==> config.mk <==
export PLATFORM = sky130hd
export DESIGN_NAME = layer_accumulator
export DESIGN_NICKNAME = d
export VERILOG_FILES = /design/src/rtl/layer_pkg.sv /design/src/rtl/mac_lane.sv /design/src/rtl/layer_accumulator.sv
export SDC_FILE = /design/constraint.sdc
export NUM_CORES = 2
export LEC_CHECK = 0
export ABC_AREA = 1
export CAP_MARGIN = 10
export CORE_MARGIN = 2
export CORE_UTILIZATION = 41
export CTS_BUF_LIST = sky130_fd_sc_hd__clkbuf_8 sky130_fd_sc_hd__clkbuf_16
export DETAILED_ROUTE_END_ITERATION = 8
export PLACE_DENSITY = 0.71
export SLEW_MARGIN = 20
export SYNTH_ARGS = -nofsm -noshare
export SYNTH_HDL_FRONTEND = slang
export SYNTH_HIERARCHICAL = 1
export SYNTH_SLANG_ARGS = --single-unit
==> constraint.sdc <==
create_clock -name clk -period 4.2 [get_ports clk]
set_input_delay 0.84 -clock clk [delete_from_list [all_inputs] [get_ports clk]]
set_output_delay 0.84 -clock clk [all_outputs]
set_load 0.1 [all_outputs]
==> src/rtl/layer_pkg.sv <==
// rtl/layer_pkg.sv - shared types, limits and rescale helper (honours LAYER_ACC_SATURATE_EN)
package layer_pkg;

  typedef enum logic [1:0] {IDLE, ACCUM, DONE} acc_state_t;

  localparam int DATA_SIZE_DEF = 16;
  localparam logic signed [DATA_SIZE_DEF-1:0] DATA_MAX = 16'sh7FFF;
  localparam logic signed [DATA_SIZE_DEF-1:0] DATA_MIN = 16'sh8000;

  // Arithmetic shift back to the data Q-format; the caller keeps the low dw bits,
  // so without the clamp the result wraps.
  function automatic logic signed [63:0] sat_rescale(input logic signed [63:0] acc,
                                                     input int dw, input int fb);
    logic signed [63:0] sh;
`ifdef LAYER_ACC_SATURATE_EN
    logic signed [63:0] hi;
    logic signed [63:0] lo;
`endif
    sh = acc >>> fb;
`ifdef LAYER_ACC_SATURATE_EN
    hi = (64'sd1 <<< (dw - 1)) - 64'sd1;
    lo = -hi - 64'sd1;
    if (sh > hi) sh = hi;
    else if (sh < lo) sh = lo;
`else
    if (dw < 0) sh = acc;
`endif
    return sh;
  endfunction

endpackage

==> src/rtl/mac_lane.sv <==
// rtl/mac_lane.sv - one signed multiply-accumulate lane with bias load and rescaled next-value output
module mac_lane
  import layer_pkg::*;
#(
  parameter int data_size = 16,
  parameter int frac_bits = 8,
  parameter int acc_w     = 41
) (
  input  logic                        clk,
  input  logic                        reset_n,
  input  logic                        clear,
  input  logic signed [data_size-1:0] bias,
  input  logic                        en,
  input  logic signed [data_size-1:0] sample,
  input  logic signed [data_size-1:0] weight,
  output logic        [data_size-1:0] result
);

  logic signed [acc_w-1:0]       acc_q;
  logic signed [acc_w-1:0]       acc_d;
  logic signed [acc_w-1:0]       bias_ext;
  logic signed [2*data_size-1:0] prod;

  assign prod     = sample * weight;
  assign bias_ext = acc_w'(bias);

  always_comb begin
    acc_d = acc_q;
    if (clear)   acc_d = bias_ext <<< frac_bits;
    else if (en) acc_d = acc_q + acc_w'(prod);
  end

  // Rescale the next value so the top can register it on the edge that finishes.
  assign result = data_size'(sat_rescale(64'(acc_d), data_size, frac_bits));

  always_ff @(posedge clk or negedge reset_n) begin
    if (!reset_n) acc_q <= '0;
    else          acc_q <= acc_d;
  end

endmodule

==> src/rtl/layer_accumulator.sv <==
// rtl/layer_accumulator.sv - per-neuron MAC stage: FSM, input counter, lane packing (LAYER_ACC_SATURATE_EN)
module layer_accumulator
  import layer_pkg::*;
#(
  parameter int data_size  = 16,
  parameter int size       = 3,
  parameter int frac_bits  = 8,
  parameter int max_inputs = 256,
  localparam int CNT_W     = $clog2(max_inputs + 1),
  localparam int ACC_W     = 2 * data_size + $clog2(max_inputs) + 1
) (
  input  logic                      clk,
  input  logic                      reset_n,
  input  logic                      start,
  input  logic [CNT_W-1:0]          num_inputs,
  input  logic [data_size*size-1:0] bias,
  input  logic                      in_valid,
  output logic                      in_ready,
  input  logic [data_size-1:0]      in_data,
  input  logic [data_size*size-1:0] weights,
  output logic                      out_valid,
  input  logic                      out_ready,
  output logic [data_size*size-1:0] out_data,
  output logic                      busy
);

  acc_state_t               state_q, state_d;
  logic [CNT_W-1:0]         cnt_q, cnt_d;
  logic                     lane_clear;
  logic                     lane_en;
  logic                     capture;
  logic [data_size*size-1:0] lane_result;

  always_comb begin
    state_d    = state_q;
    cnt_d      = cnt_q;
    lane_clear = 1'b0;
    lane_en    = 1'b0;
    capture    = 1'b0;
    case (state_q)
      IDLE: begin
        if (start) begin
          lane_clear = 1'b1;
          cnt_d      = num_inputs;
          if (num_inputs == '0) begin
            state_d = DONE;
            capture = 1'b1;
          end else begin
            state_d = ACCUM;
          end
        end
      end
      ACCUM: begin
        if (in_valid) begin
          lane_en = 1'b1;
          cnt_d   = cnt_q - CNT_W'(1);
          if (cnt_q == CNT_W'(1)) begin
            state_d = DONE;
            capture = 1'b1;
          end
        end
      end
      DONE: begin
        if (out_ready) state_d = IDLE;
      end
      default: state_d = IDLE;
    endcase
  end

  always_ff @(posedge clk or negedge reset_n) begin
    if (!reset_n) begin
      state_q  <= IDLE;
      cnt_q    <= '0;
      out_data <= '0;
    end else begin
      state_q <= state_d;
      cnt_q   <= cnt_d;
      if (capture) out_data <= lane_result;
    end
  end

  assign in_ready  = (state_q == ACCUM);
  assign out_valid = (state_q == DONE);
  assign busy      = (state_q != IDLE);

  // Lane 0 sits in the MSBs of every packed bus.
  for (genvar i = 0; i < size; i++) begin : g_lane
    mac_lane #(
      .data_size(data_size),
      .frac_bits(frac_bits),
      .acc_w    (ACC_W)
    ) u_lane (
      .clk    (clk),
      .reset_n(reset_n),
      .clear  (lane_clear),
      .bias   (bias[(size-i)*data_size-1 -: data_size]),
      .en     (lane_en),
      .sample (in_data),
      .weight (weights[(size-i)*data_size-1 -: data_size]),
      .result (lane_result[(size-i)*data_size-1 -: data_size])
    );
  end

endmodule

==> flow_summary.json <==
{
  "dp_hpwl_mm": 83.7,
  "syn_avg_cell_area_um2": 7.45,
  "cp.buffers_inverters": 9,
  "drc": 0,
  "grt_max_degree": 78,
  "final_cell_mix": "inv_1 (1,235), nand2_1 (988), fa_1 (570)",
  "post-place-ws_ps": -2310,
  "antenna_found_initial": 2,
  "final_cells": 6196,
  "antenna_left": 0,
  "tightest_slew_ps": 1070,
  "grt.total_usage_pct": 26.5,
  "status": "complete, but fails checks",
  "drtIter0Drc": 2138,
  "initial_core_util_pct": 41.5,
  "numCtsBuffers": 17,
  "portBuffers": 176,
  "cp_top_family": "adder cells",
  "synth_flop_cell": "dfrtp_1",
  "synth_area_um2": 33500,
  "fp-row-count": 104,
  "clk_latency_ps": 460,
  "drt_wl_total_mm": 113,
  "setup_viol": 105,
  "final_nets": 6121,
  "startpoint_type": "input port",
  "syn_to_final_growth_pct": 38.2,
  "cts_max_path_buffers": 2,
  "dr.pass1.iters": 8,
  "die_h_um": 290,
  "tritoncts": "done",
  "grt_pass1_wl_mm": 175,
  "violations": "negative setup slack",
  "relSlewSlack_pct": 28.2,
  "fin_crit_ps": 5750,
  "drive_gt1_share_pct": 30.1,
  "overflow": 0,
  "vias_per_cell": 4.95,
  "clk_pin_slew_worst_paths_ps": 60,
  "required_ps": 4530,
  "synth-seq-area-share_pct": 9.78,
  "critPathCaptureType": "register",
  "worstSetupPathDepth": 25,
  "core_um2": 80800,
  "syn_inst": 4501,
  "grt_pass1_vias": 32500,
  "r2r_cells": 20,
  "async_reset_ff_share_pct": 100,
  "fp.dieW_um": 290,
  "drv_slew": 0,
  "synth_fp_nets": 5499,
  "finalSetupTns_ps": -127650,
  "fmax_ghz": 0.174,
  "worstSetupPathType": "input port to register",
  "cp_slowest_stage_delay_ps": 570,
  "cp_common_cell": "fa_1",
  "worstPathMaxFanout": 7,
  "reg2reg_from": "g_lane[1].u_lane/acc_q[15]",
  "fin_ws_ps": -1550,
  "cts_max_level": 4,
  "layout.cells.most_common": "inv_1",
  "period_share_pct": 137,
  "min_path_type": "input port to asynchronous set/reset pin",
  "io_pins": 177,
  "clockRootBuffer": "clkbuf_16",
  "crit_arrival_ps": 6080,
  "timing.rr.end": "out_data[25]",
  "vias": 30700,
  "synth.distinct_cells": 54,
  "gp_congestion": 0.901,
  "synth_seq_cells": 131,
  "cts.sinks": 131,
  "maxCapViolations": 0,
  "reg2reg_slack_ps": -570,
  "placed_cells": 5937,
  "finClkSkew_ps": 21.4,
  "slowest_stage": "fa_1",
  "diodes": 0,
  "ys_warn_count": 6,
  "hold_viol_final": 0,
  "wl_per_cell_um": 18.2,
  "rsz0062_at_grt": "yes",
  "die_area_um2": 84100,
  "synth_enable_flop_cells": 0
}
[synth_stat cells (all sizes together) (15+ instances only)]
master | instances | area (µm²)
inv | 1475 | 5540
nand2 | 1175 | 4460
fa | 627 | 12600
ha | 245 | 3070
nand3 | 145 | 768
clkbuf | 132 | 498
dfrtp | 131 | 3280
nor2 | 116 | 445
o21ai | 103 | 523
buf | 93 | 673
a21oi | 88 | 455
a22oi | 41 | 308
nand4 | 18 | 113
or2 | 17 | 106
a22o | 15 | 131
[registers in the layout, indices dropped and copies added, names as in the netlist]
name	flops
cnt_q	9
g_lane.u_lane/acc_q	72
state_q	2
out_data	48
[metal layers]
layer	wire [µm]	share of wire, %	global-route usage (%)
met1	45300	40	34.3
met3	8760	7.8	4.68
met4	5590	5.0	10.2
met2	53000	47	44.2
met5	13	0.012	0
[per-stage QoR]
step / util [%] / hold slack (ps) / area [µm²]
6_report: 57.4 / 425 / 46300
3_3_place_gp: 50.2 / 463 / 40600
5_1_grt: 57.4 / 494 / 46300
2_1_floorplan: - / 449 / 35700
3_5_place_dp: 50.3 / 468 / 40600
4_1_cts: 55.6 / 457 / 44900
[worst reg2reg max path, delay by kind of cell (launching register included)]
kind	cells	cell delay, ps
DFF	1	410
AOI/OAI and AO/OA	2	150
and+or+nand+nor	6	710
adders and majority gates	6	2860
buffers and inverters	6	530
[repair_timing]
action / 4_1_cts / 5_1_grt
gates cloned: 18 / 3
gates resized for setup: 763 / 345
hold buffers: 0 / 0
setup buffers: 167 / 53
setup endpoints to repair: 108 / 106
pin swaps: 374 / 285
[cells by family after synthesis]
family                   Yosys count  synth area share, %
flip-flops                       131                 9.78
AND/OR/NAND/NOR                 1493                 18.0
AO/OA/AOI/OAI                    282                 5.05
buffers and inverters           1703                 20.0
adder cells (fa/ha/maj)          872                 46.6
XOR/XNOR                          20                0.522
[cell type report]
cell class	instances	area, µm²
multi-input combinational	2667	27000
fill	6559	34500
timing repair buffer	828	8610
tap	1060	1330
clock buffer	17	425
sequential	131	3280
clock inverter	15	169
inverter	1478	5570
[worst max path at each step]
stage / slack, ps / from / to
global route: -1790 / in_data[9] / out_data[28]
CTS: -1510 / in_data[6] / out_data[14]
floorplan: -1570 / weights[33] / out_data[43]
global placement: -2340 / weights[41] / out_data[39]
finish: -1550 / in_data[9] / out_data[25]
detailed placement: -2310 / weights[38] / out_data[39]
Power is not shown: default switching activity piles up to over one toggle a cycle in this logic, so the estimate is an artifact.
